<file path="config.mk">
export PLATFORM = sky130hd
export DESIGN_NAME = shape_compute_area
export DESIGN_NICKNAME = d
export VERILOG_FILES = /design/src/rtl/shape_compute_area.sv
export SDC_FILE = /design/constraint.sdc
export NUM_CORES = 2
export LEC_CHECK = 0
export CORE_ASPECT_RATIO = 0.7
export CORE_UTILIZATION = 65
export DETAILED_ROUTE_END_ITERATION = 8
export GPL_ROUTABILITY_DRIVEN = 0
export PLACE_DENSITY = 0.95
export SYNTH_ARGS = -nofsm -noshare
export SYNTH_HDL_FRONTEND = slang
export SYNTH_SLANG_ARGS = --single-unit
</file>
<file path="constraint.sdc">
create_clock -name clk -period 21.6 [get_ports clk]
set_input_delay 4.32 -clock clk [delete_from_list [all_inputs] [get_ports clk]]
set_output_delay 4.32 -clock clk [all_outputs]
set_load 0.05 [all_outputs]
</file>
<file path="src/rtl/shape_compute_area.sv">
// Compound-area sink: captures one record of NUM_ELEMS dimension words and sums
// width*height over consecutive element pairs, one multiply-accumulate per clock.
// Optional area_degenerate output is enabled by defining SHAPE_AREA_DEGENERATE_EN.
module shape_compute_area #(
   parameter  int NUM_ELEMS = 4,
   parameter  int ELEM_W    = 39,
   localparam int AREA_W    = 2*ELEM_W + $clog2(NUM_ELEMS/2)
) (
   input  logic                          clk,
   input  logic                          rstn,
   input  logic                          shape_in_valid,
   output logic                          shape_in_ready,
   input  logic [NUM_ELEMS*ELEM_W-1:0]   shape_in_data,
   output logic [AREA_W-1:0]             area,
   output logic                          area_valid,
   input  logic                          area_ready
`ifdef SHAPE_AREA_DEGENERATE_EN
   ,
   output logic                          area_degenerate
`endif
);

   // state | meaning
   // IDLE  | waiting for a record; shape_in_ready high
   // CALC  | one pair product accumulated per clock
   // DONE  | result held until area_ready is sampled high

   localparam int NPAIR = NUM_ELEMS/2;
   localparam int IDX_W = (NPAIR > 1) ? $clog2(NPAIR) : 1;

   typedef enum logic [1:0] {
      IDLE = 2'd0,
      CALC = 2'd1,
      DONE = 2'd2
   } state_t;

   state_t               state;
   state_t               state_next;
   logic                 capture;
   logic                 step;
   logic                 finish;
   logic                 res_taken;

   logic [ELEM_W-1:0]    elem_a [NPAIR];
   logic [ELEM_W-1:0]    elem_b [NPAIR];
   logic [IDX_W-1:0]     idx;
   logic [AREA_W-1:0]    acc;
   logic [AREA_W-1:0]    acc_sum;
   logic [2*ELEM_W-1:0]  prod;
   logic                 deg_acc;
   logic                 deg_sum;

   assign shape_in_ready = (state == IDLE) && rstn;

   // Operands are widened before the multiply so the full product is kept.
   assign prod    = {{ELEM_W{1'b0}}, elem_a[idx]} * {{ELEM_W{1'b0}}, elem_b[idx]};
   assign acc_sum = acc + AREA_W'(prod);
   assign deg_sum = deg_acc | (prod == '0);

   always_ff @(posedge clk) begin
      if (!rstn) begin
         state <= IDLE;
      end else begin
         state <= state_next;
      end
   end

   always_comb begin
      state_next = state;
      capture    = 1'b0;
      step       = 1'b0;
      finish     = 1'b0;
      res_taken  = 1'b0;
      case (state)
         IDLE: begin
            if (shape_in_valid) begin
               capture    = 1'b1;
               state_next = CALC;
            end
         end
         CALC: begin
            step = 1'b1;
            if (idx == IDX_W'(NPAIR-1)) begin
               finish     = 1'b1;
               state_next = DONE;
            end
         end
         DONE: begin
            if (area_ready) begin
               res_taken  = 1'b1;
               state_next = IDLE;
            end
         end
         default: state_next = IDLE;
      endcase
   end

   always_ff @(posedge clk) begin
      if (!rstn) begin
         for (int p = 0; p < NPAIR; p++) begin
            elem_a[p] <= '0;
            elem_b[p] <= '0;
         end
         idx        <= '0;
         acc        <= '0;
         deg_acc    <= 1'b0;
         area       <= '0;
         area_valid <= 1'b0;
      end else begin
         if (capture) begin
            for (int p = 0; p < NPAIR; p++) begin
               elem_a[p] <= shape_in_data[(2*p)*ELEM_W   +: ELEM_W];
               elem_b[p] <= shape_in_data[(2*p+1)*ELEM_W +: ELEM_W];
            end
            idx     <= '0;
            acc     <= '0;
            deg_acc <= 1'b0;
         end
         if (step) begin
            acc     <= acc_sum;
            deg_acc <= deg_sum;
            idx     <= idx + IDX_W'(1);
         end
         if (finish) begin
            area       <= acc_sum;
            area_valid <= 1'b1;
         end
         if (res_taken) begin
            area_valid <= 1'b0;
         end
      end
   end

`ifdef SHAPE_AREA_DEGENERATE_EN
   always_ff @(posedge clk) begin
      if (!rstn) begin
         area_degenerate <= 1'b0;
      end else if (finish) begin
         area_degenerate <= deg_sum;
      end
   end
`endif

endmodule

</file>
==> flow_summary_export.csv, run 1 <==
group,metric,value,unit
outcome,run_status,"aborted with a tool error",
outcome,lastStage,"global routing",
outcome,firstError,"[ERROR GRT-0232] Routing congestion too high. Check the congestion heatmap in the GUI.",
synth,ys_seq_elements,319,
synth,postSynthCellCount,6851,
synth,synth_nets,8765,
floorplanning,floorplan.rows,94,
clock_tree,cts_root_buffer,"sky130_fd_sc_hd__clkbuf_16",
floorplanning,boundaryPins,241,
floorplanning,fp.dieH,261,um
synth,synth.avg_cell_area,9.09,um^2
floorplanning,die_width,372,um
synth,synth_flop_cell,"sky130_fd_sc_hd__dfxtp_1",
synth,synth-seq-area-share,0.128,
grt,global_route.usage.total,0.684,
synth,synthMostInstantiatedCell,"sky130_fd_sc_hd__inv_1",
clock_tree,cts-hold-fix-buffers,0,
synth,most_instantiated_cells_after_synthesis,"sky130_fd_sc_hd__inv_1 (1,518), sky130_fd_sc_hd__fa_1 (1,446), sky130_fd_sc_hd__nand2_1 (1,202)",
synth,synth-edff-count,156,
clock_tree,h-tree-depth,2,
synth,synthDominantCellAreaShare,0.465,
place,placedCellCount,8043,
synth,synth.yosys.warnings,0,
synth,post_synth_main_area_contributors,"sky130_fd_sc_hd__fa_1 (46%), sky130_fd_sc_hd__inv_1 (9.1%), sky130_fd_sc_hd__edfxtp_1 (7.5%)",
grt,grt_max_degree,128,
place,dp_worst_setup_slack,10220,ps
clock_tree,cts_setup_buffers,0,
clock_tree,cts_buffers,38,
place,placement.io_buffers,240,
synth,asyncSetResetFlopFracSynth,0,
synth,ys_types,78,
floorplanning,initial_utilization,0.659,
grt,antenna_found_initial,46,
clock_tree,cts-resized-gates,0,
clock_tree,cts.sink_count,319,
place,dpl_cell_area,0.0656,mm^2
clock_tree,clk_path_buf_depth,3,
synth,mappedNetlistArea,0.0623,mm^2
synth,synthDominantAreaCellType,"sky130_fd_sc_hd__fa_1",
place,place.detailed.hpwl,183000,um
grt,global_route.overflow_total,98,
## logic make-up after synthesis
family / Yosys count / synth area share
and+or+nand+nor: 2195 / 0.147
buffers and inverters: 1897 / 0.114
adders and majority gates: 1754 / 0.527
AOI/OAI and AO/OA: 477 / 0.0507
DFF: 319 / 0.128
muxes: 151 / 0.0258
xor gates and xnor gates: 58 / 0.00816
## per-stage QoR
| step | util | hold WS (ps) |
|---|---|---|
| detailed placement | 0.695 | 449 |
| CTS | 0.709 | 457 |
| global placement | 0.695 | 437 |
| floorplan | - | 425 |
## metal layers
layer	global-route usage	overflow
met5	0.458	0
met4	0.583	31
met3	0.645	13
met2	0.792	51
met1	0.677	3
==> inputs of run 2 (changes only) <==
--- a/config.mk
+++ b/config.mk
@@ -5,11 +5,10 @@
 export SDC_FILE = /design/constraint.sdc
 export NUM_CORES = 2
 export LEC_CHECK = 0
-export CORE_ASPECT_RATIO = 0.7
-export CORE_UTILIZATION = 65
+export CORE_UTILIZATION = 40
 export DETAILED_ROUTE_END_ITERATION = 8
 export GPL_ROUTABILITY_DRIVEN = 0
-export PLACE_DENSITY = 0.95
+export PLACE_DENSITY_LB_ADDON = 0.15
 export SYNTH_ARGS = -nofsm -noshare
 export SYNTH_HDL_FRONTEND = slang
 export SYNTH_SLANG_ARGS = --single-unit
==> run 2 against run 1 <==
Against the previous run:
- the flow now finishes, with violations (DRC)
- area after synthesis stayed put
- synthesized cell count unchanged
==> flow_summary_export.csv, run 2 <==
group,metric,value,unit
floorplanning,floorplan.rows,144,
timing,timing.max_slew.rel_slack,0.0262,
min_path,hold_path_end,"area[32]",
timing,min_period_over_period,0.517,
timing,slew_violations,0,
place,placement.io_buffers,240,
min_path,hold_path.class,"flop to flop",
floorplanning,coreArea,0.154,mm^2
floorplanning,die_width,397,um
timing,setup-tns-final,0,ps
setup_path,regToRegEndpoint,"acc[63]",
synth,synth-seq-area-share,0.128,
min_path,hold_path_startpoint,"area[32]",
setup_path,start_kind,"primary input",
synth,synthDominantAreaCellType,"sky130_fd_sc_hd__fa_1",
route,num_vias,48600,
floorplanning,initial_utilization,0.404,
floorplanning,fp.dieH,397,um
layout,filler_cell_count,15300,
grt,antenna_found_initial,6,
outcome,violations,"DRC",
clock_tree,clk_pin_slew_worst_paths,60,ps
run,max-cap-violations,0,
clock_tree,cts_setup_buffers,0,
route,drt_drc_violations_left,20,
synth,synth_flop_cell,"sky130_fd_sc_hd__dfxtp_1",
timing,finalHoldViolCount,0,
timing,setup_repair_after_global_routing_missed_its_margin,"false",
timing,timing.final.crit_period,11170,ps
setup_path,crit_path_max_fanout,50,
setup_path,reg2reg_setup_slack,10600,ps
timing,max_slew.worst_pin.slew,1430,ps
clock_tree,insertion_delay,660,ps
synth,synth.yosys.warnings,0,
grt,global_route.usage.total,0.304,
synth,ys_seq_elements,319,
synth,post_synth_main_area_contributors,"sky130_fd_sc_hd__fa_1 (46%), sky130_fd_sc_hd__inv_1 (9.1%), sky130_fd_sc_hd__edfxtp_1 (7.5%)",
synth,asyncSetResetFlopFracSynth,0,
setup_path,worst_r2r_path_depth,28,
floorplanning,die_area,0.157,mm^2
floorplanning,boundaryPins,241,
layout,final_common_cell,"sky130_fd_sc_hd__inv_1",
layout,syn_to_final_growth,9.93,%
synth,synthDominantCellAreaShare,0.465,
layout,post_route_cells_drive_above_1_share,0.0498,
clock_tree,cts_buffers,42,
route,drt_iter0_markers,4230,
timing,setup_violations,0,
route,wirelength_per_cell,26.0,um
layout,layout_top_registers,"acc x79, area x79",
setup_path,worst-endpoint-arrival,6850,ps
clock_tree,cts_tree,"built",
clock_tree,clk_path_buf_depth,3,
synth,ys_types,78,
layout,nets,8791,
route,drt_pass1_iterations,9,
setup_path,cp_data_required_time,17280,ps
grt,number_of_global_route_vias_before_repair,51600,
min_path,min_path_cells,2,
setup_path,endpoint_kind,"primary output",
route,route.detailed.vias_per_inst,5.43,
setup_path,crit_type,"primary input to primary output",
synth,synth_nets,8765,
synth,postSynthCellCount,6851,
synth,most_instantiated_cells_after_synthesis,"sky130_fd_sc_hd__inv_1 (1,518), sky130_fd_sc_hd__fa_1 (1,446), sky130_fd_sc_hd__nand2_1 (1,202)",
route,postRouteWirelength,233000,um
synth,mappedNetlistArea,0.0623,mm^2
synth,synth.avg_cell_area,9.09,um^2
grt,grt_max_degree,132,
place,place.detailed.hpwl,180000,um
synth,synthMostInstantiatedCell,"sky130_fd_sc_hd__inv_1",
grt,wire_length_of_the_first_global_routing_pass,347000,um
timing,timing.fmax,89.5,MHz
timing,fin_skew,81.2,ps
clock_tree,h-tree-depth,2,
setup_path,critPathSlowestCell,"sky130_fd_sc_hd__clkdlybuf4s50_1",
setup_path,max_stage_delay,890,ps
synth,synth-edff-count,156,
outcome,run_status,"complete, but fails checks",
layout,layout.cells.most_common_list,"sky130_fd_sc_hd__inv_1 (1,517), sky130_fd_sc_hd__fa_1 (1,446), sky130_fd_sc_hd__nand2_1 (1,200)",
route,drt.antenna.violating_nets,0,
clock_tree,cts.sink_count,319,
clock_tree,cts-hold-fix-buffers,0,
clock_tree,cts_root_buffer,"sky130_fd_sc_hd__clkbuf_16",
clock_tree,cts-resized-gates,0,
setup_path,critical_path.cell_chain,"buf_2, inv_4, nor3_2, buf_4, clkdlybuf4s50_1",
grt,global_route.overflow_total,0,
## run 2: worst max-delay path by stage
stage	slack, ps	end	cells past startpoint	from
2_1_floorplan	12040	shape_in_ready	3	rstn
3_3_place_gp	10470	shape_in_ready	5	rstn
3_5_place_dp	10460	shape_in_ready	5	rstn
4_1_cts	10440	shape_in_ready	5	rstn
5_1_grt	10210	acc[63]	28	flop
6_report	10430	shape_in_ready	5	rstn
## run 2: final cells by class
cell class	count	area [um^2]	share of cell area
Antenna cell	4	10.0	0.000146
Clock buffer	58	1210	0.0176
Clock inverter	20	244	0.00356
Inverter	1518	5700	0.0833
Multi-Input combinational cell	4635	47500	0.693
Sequential cell	319	7950	0.116
Tap cell	2044	2560	0.0374
Timing Repair Buffer	361	3330	0.0487
## run 2: worst max-delay path, delay by kind of cell
family	cells	cell delay (ps)
and+or+nand+nor	1	190
buffers and inverters	4	2280
## run 2: cell families after synthesis
| family | share of synthesized area |
|---|---|
| simple gates | 0.147 |
| fa+ha+maj | 0.527 |
| compound gates | 0.0507 |
| flops | 0.128 |
| mux | 0.0258 |
| xor+xnor | 0.00816 |
| buf+inv | 0.114 |
## run 2: layer usage
layer | vias up | GRT usage | part of all wire
li1 | 20500 | - | -
met1 | 25200 | 0.415 | 0.41
met2 | 2458 | 0.455 | 0.43
met3 | 435 | 0.0960 | 0.12
met4 | 8 | 0.0994 | 0.040
met5 | - | 0.00862 | 0.0010
## run 2: metrics by stage
stage                     std cells   util  instance area [um^2]  setup slack, ps  hold WS [ps]
final                          8959  0.444                 68500            10430           456
after global routing           8956  0.444                 68500            10210           478
after CTS                      8954  0.444                 68400            10440           460
after detailed placement       8876  0.434                 67000            10460           448
after global placement         8876  0.434                 67000            10470           441
after floorplan                6851      -                 62300            12040           425
Power of run 2 is not shown: default switching activity piles up to over one toggle a cycle in this logic, so the estimate is an artifact.
